===== config.mk =====
export PLATFORM = sky130hd
export DESIGN_NAME = uart_tx_arbiter
export DESIGN_NICKNAME = d
export VERILOG_FILES = /design/src/rtl/uart_tx_arbiter.sv
export SDC_FILE = /design/constraint.sdc
export NUM_CORES = 1
export LEC_CHECK = 0
export CAP_MARGIN = 20
export CORE_UTILIZATION = 55
export DETAILED_ROUTE_END_ITERATION = 6
export MAX_ROUTING_LAYER = met4
export PLACE_DENSITY = 0.93
export SYNTH_ARGS = -nofsm -noshare
export SYNTH_HDL_FRONTEND = slang
export SYNTH_SLANG_ARGS = --single-unit

===== constraint.sdc =====
create_clock -name clk -period 8.3 [get_ports clk]
set_input_delay 1.66 -clock clk [delete_from_list [all_inputs] [get_ports clk]]
set_output_delay 1.66 -clock clk [all_outputs]
set_load 0.1 [all_outputs]

===== src/rtl/uart_tx_arbiter.sv =====
// uart_tx_arbiter: packet-granular round-robin sharing of one UART transmitter among N_REQ requesters.
// Optional forced release of a silent packet owner is enabled by defining ARB_TIMEOUT_EN.
module uart_tx_arbiter #(
   parameter int N_REQ    = 3,
   parameter int ACK_WAIT = 4,
   parameter int TIMEOUT  = 65535
) (
   input  logic               clk,
   input  logic               reset,
   input  logic [N_REQ-1:0]   req_valid,
   input  logic [8*N_REQ-1:0] req_data,
   input  logic [N_REQ-1:0]   req_last,
   output logic [N_REQ-1:0]   req_ready,
   output logic [7:0]         tx_data,
   output logic               tx_start,
   input  logic               tx_busy,
   output logic               grant_valid,
   output logic [2:0]         grant_id,
   output logic               timeout_err
);
   localparam int AW = $clog2(ACK_WAIT + 1);
   typedef enum logic [1:0] {IDLE, LOAD, WAIT_ACK, WAIT_DONE} state_t;
   state_t state, state_nx;
   logic [2:0] ptr, ptr_nx, gid_nx, win;
   logic [N_REQ-1:0] g_oh;
   logic [7:0] data_nx, sel_data;
   logic [AW-1:0] ack_cnt, ack_nx;
   logic gv_nx, start_nx, last_q, last_nx, g_valid, sel_last, accept, to_hit;

   assign g_oh      = N_REQ'(1) << grant_id;
   assign g_valid   = |(req_valid & g_oh);
   assign sel_last  = |(req_last & g_oh);
   assign sel_data  = 8'(req_data >> (8 * grant_id));
   assign req_ready = (state == LOAD && !tx_busy) ? g_oh : '0;
   assign accept    = |(req_valid & req_ready);

   // Scan from the farthest candidate back to ptr+1 so the nearest valid requester wins.
   always_comb begin
      win = '0;
      for (int k = N_REQ; k >= 1; k--)
         if (((req_valid >> ((int'(ptr) + k) % N_REQ)) & N_REQ'(1)) != '0)
            win = 3'((int'(ptr) + k) % N_REQ);
   end

   always_comb begin
      state_nx = state;
      ptr_nx   = ptr;
      gid_nx   = grant_id;
      gv_nx    = grant_valid;
      data_nx  = tx_data;
      start_nx = 1'b0;
      last_nx  = last_q;
      ack_nx   = '0;
      case (state)
         IDLE:
            if (|req_valid) begin
               state_nx = LOAD;
               gv_nx    = 1'b1;
               gid_nx   = win;
            end
         LOAD:
            if (accept) begin
               state_nx = WAIT_ACK;
               data_nx  = sel_data;
               last_nx  = sel_last;
               start_nx = 1'b1;
            end else if (to_hit) begin
               state_nx = IDLE;
               gv_nx    = 1'b0;
               ptr_nx   = grant_id;
            end
         WAIT_ACK: begin
            ack_nx = ack_cnt + 1'b1;
            if (tx_busy || ack_cnt == AW'(ACK_WAIT - 1)) state_nx = WAIT_DONE;
         end
         WAIT_DONE:
            if (!tx_busy) begin
               state_nx = last_q ? IDLE : LOAD;
               gv_nx    = !last_q;
               ptr_nx   = last_q ? grant_id : ptr;
            end
         default: state_nx = IDLE;
      endcase
   end

   always_ff @(posedge clk)
      if (reset) begin
         state       <= IDLE;
         ptr         <= 3'(N_REQ - 1);
         grant_id    <= '0;
         grant_valid <= 1'b0;
         tx_data     <= '0;
         tx_start    <= 1'b0;
         last_q      <= 1'b0;
         ack_cnt     <= '0;
      end else begin
         state       <= state_nx;
         ptr         <= ptr_nx;
         grant_id    <= gid_nx;
         grant_valid <= gv_nx;
         tx_data     <= data_nx;
         tx_start    <= start_nx;
         last_q      <= last_nx;
         ack_cnt     <= ack_nx;
      end

`ifdef ARB_TIMEOUT_EN
   localparam int TW = $clog2(TIMEOUT + 1);
   logic [TW-1:0] to_cnt;
   logic idle_own;
   assign idle_own = state == LOAD && !g_valid;
   assign to_hit   = idle_own && to_cnt == TW'(TIMEOUT - 1);
   always_ff @(posedge clk)
      if (reset) begin
         to_cnt      <= '0;
         timeout_err <= 1'b0;
      end else begin
         to_cnt      <= (idle_own && !to_hit) ? to_cnt + 1'b1 : '0;
         timeout_err <= to_hit;
      end
`else
   localparam int unused_timeout = TIMEOUT;
   assign to_hit      = 1'b0;
   assign timeout_err = 1'b0;
`endif
endmodule

==> run metrics <==
status=finished clean; DP Area=0.002883 mm^2; final WL=5778 um; part of the power in registers=0.319; Final Util=0.7139; GRT Resource Usage Total=0.2632; fillers=308; Mapped Avg Cell Area=7.554 um^2; Hold Path Class=reg2reg; post-synthesis net count=378; Slew @ Worst Pin=1.007 ns; row count=23; Combinational Power Share=0.510; Peak VDD IR=0.1484 mV; clock skew=0.003731 ns; # nets final=415; Via-to-Cell Ratio=5.938; Die ar.=0.004650 mm^2; Clock transition at path regs=0.08 ns; relative max-transition margin=0.3265; starting density of the core=0.5856; top_reg_cell synth=dfxtp_1; Syn-to-layout area delta=21.91%; Critical Path AT=4.04 ns; power share of the clock group=0.171; maxcap violations=0; postcts setup bufs=0; Mapped Area=0.002410 mm^2; Net Sw Power=204.2 uW; Core Footprint=0.004115 mm^2; Clock Latency Late Sink=0.26 ns; post-DP HPWL=4364 um; cts bufs inserted=3; I/O pin count=50; critical path startpoint category=input pin; final non-filler cell area=0.002938 mm^2; antenna violations before repair=0; wire per inst=14.27 um; Final Max Tran Viols=0; fmax=175.4 MHz; Via Count=2,405; DR iter-0 viols=195; Static Leak=0.001201 uW; clock root buffer=clkbuf_8; Antenna Nets Post-Route=0; # hold bufs at CTS=0; vias in the first global route=2,160; Post-synth EDFFs=0; async set-reset flop share out of synthesis=0; depth of the CTS H-tree=1; endpoint class of the critical path=output pin; Chip Height=68.19 um; Netlist cell types=60; DRC viols=0; Final Hold Vio Count=0; cts repair resizes=0; CTS Buffer Depth=2; share of cells above drive strength 1=0.06197; largest net degree at the start of global routing=22; Syn Inst Count=319; FF+latch count, synth=22; GRT overflow=0; critical path data required time=6.64 ns; Sw Ratio=0.4557; sequential share of the synthesized area=0.1828; placer congestion estimate=0.9008; fin crit share=0.6870; Pwr Density=152.5 mW/mm^2; Port Buf Inserts=48; Sink Count=22; DR pass1 iterations=4; fin crit period=5.702 ns; ANT cells=0; first-pass GRT wire length=9252 um; crit path max fanout=4; CTS tree=done; final setup TNS=0 ns; synth warn=0; final setup vio count=0; Die X-Extent=68.19 um; critical setup path kind=in2out; internal cell power=243.8 uW; unrepaired setup endpoints after global routing=no
synth_stat cells (3+ instances only):
master	instances	area share
dfxtp_1	22	0.18
and2_1	4	0.010
a211oi_2	4	0.021
mux2i_1	22	0.091
nor3_1	18	0.037
nand2b_1	8	0.021
or3_1	3	0.0078
clkbuf_1	10	0.016
a21oi_1	32	0.066
inv_1	26	0.040
o21ai_0	10	0.021
nand2_1	16	0.025
nand3_1	5	0.010
nor2b_1	7	0.018
nor2_1	38	0.059
ha_1	26	0.13
a221oi_1	3	0.011
a211oi_1	5	0.016
xnor2_1	3	0.011
metrics by stage:
stage | power (uW) | setup WS, ns | cells | hold slack (ns)
floorplan | 314.1 | 2.270 | 319 | 0.3992
global placement | 364.1 | 2.676 | 401 | 0.4109
detailed placement | 370.3 | 2.658 | 401 | 0.4504
CTS | 447.5 | 2.644 | 405 | 0.4615
global route | 472.4 | 2.528 | 405 | 0.4793
finish | 448.0 | 2.598 | 405 | 0.4453
final cells by class:
cell class / count / area, um^2 / area share
Inverter: 28 / 105.1 / 0.03578
Multi-Input combinational cell: 253 / 1794 / 0.6107
Sequential cell: 22 / 440.4 / 0.1499
Tap cell: 50 / 62.56 / 0.02129
Timing Repair Buffer: 48 / 480.5 / 0.1635
Clock buffer: 4 / 55.05 / 0.01874
cells by family after synthesis:
logic type                 share of synthesized area
xor gates and xnor gates                     0.03116
and+or+nand+nor                               0.2212
DFF                                           0.1828
muxes                                        0.09138
buffers and inverters                        0.07269
other                                       0.001556
AOI/OAI and AO/OA                             0.2643
adders and majority gates                     0.1350
worst max-delay path, cell delays in order:
cell and delay, ns:
clkdlybuf4s50_1 0.46, or3b_2 0.51, nor3_1 0.21, clkdlybuf4s50_1 1.19
routing by layer:
layer	wire, um	track usage	share of wire	up-vias
met3	323	0.05333	0.056	4
met1	2634	0.3464	0.46	1113
met5	0	-	0	-
li1	-	-	-	1211
met2	2796	0.4240	0.48	77
met4	24	0.03385	0.0042	0
path summary, 6_finish.rpt:
path / slack (ns) / depth (start not counted) / to / from
min reg2reg: 0.45 / 1 / ack_cnt[0] / ack_cnt[0]
max: 2.60 / 4 / req_ready[0] / tx_busy
min: 0.45 / 1 / ack_cnt[0] / ack_cnt[0]
max reg2reg: 3.36 / 18 / grant_id[1] / ptr[0]
power groups by stage:
| stage | sequential [uW] | clock (uW) | combinational [uW] |
|---|---|---|---|
| 3_3_place_gp | 143 | 0 | 221 |
| 5_1_grt | 145 | 83.9 | 244 |
| 4_1_cts | 142 | 77.2 | 228 |
| 6_report | 143 | 76.7 | 229 |
| 2_1_floorplan | 190 | 0 | 124 |
| 3_5_place_dp | 144 | 0 | 226 |
placed cells by master (no fill, tap or decap), types with 5 or more instances in the layout:
| master | Yosys | layout |
|---|---|---|
| nor3_1 | 18 | 18 |
| a211oi_1 | 5 | 5 |
| ha_1 | 26 | 26 |
| mux2i_1 | 22 | 22 |
| nor2b_1 | 7 | 7 |
| nor2_1 | 38 | 38 |
| nand3_1 | 5 | 5 |
| nand2_1 | 16 | 16 |
| nand2b_1 | 8 | 8 |
| a21oi_1 | 32 | 32 |
| inv_1 | 26 | 26 |
| clkdlybuf4s50_1 | 0 | 48 |
| dfxtp_1 | 22 | 22 |
| o21ai_0 | 10 | 10 |
registers in the layout, indices dropped and copies added (netlist names):
name and count:
ack_cnt 3, grant_id 3, grant_valid 1, last_q 1, ptr 3, state 2, tx_data 8, tx_start 1
Power figures use the tool's default switching activity.
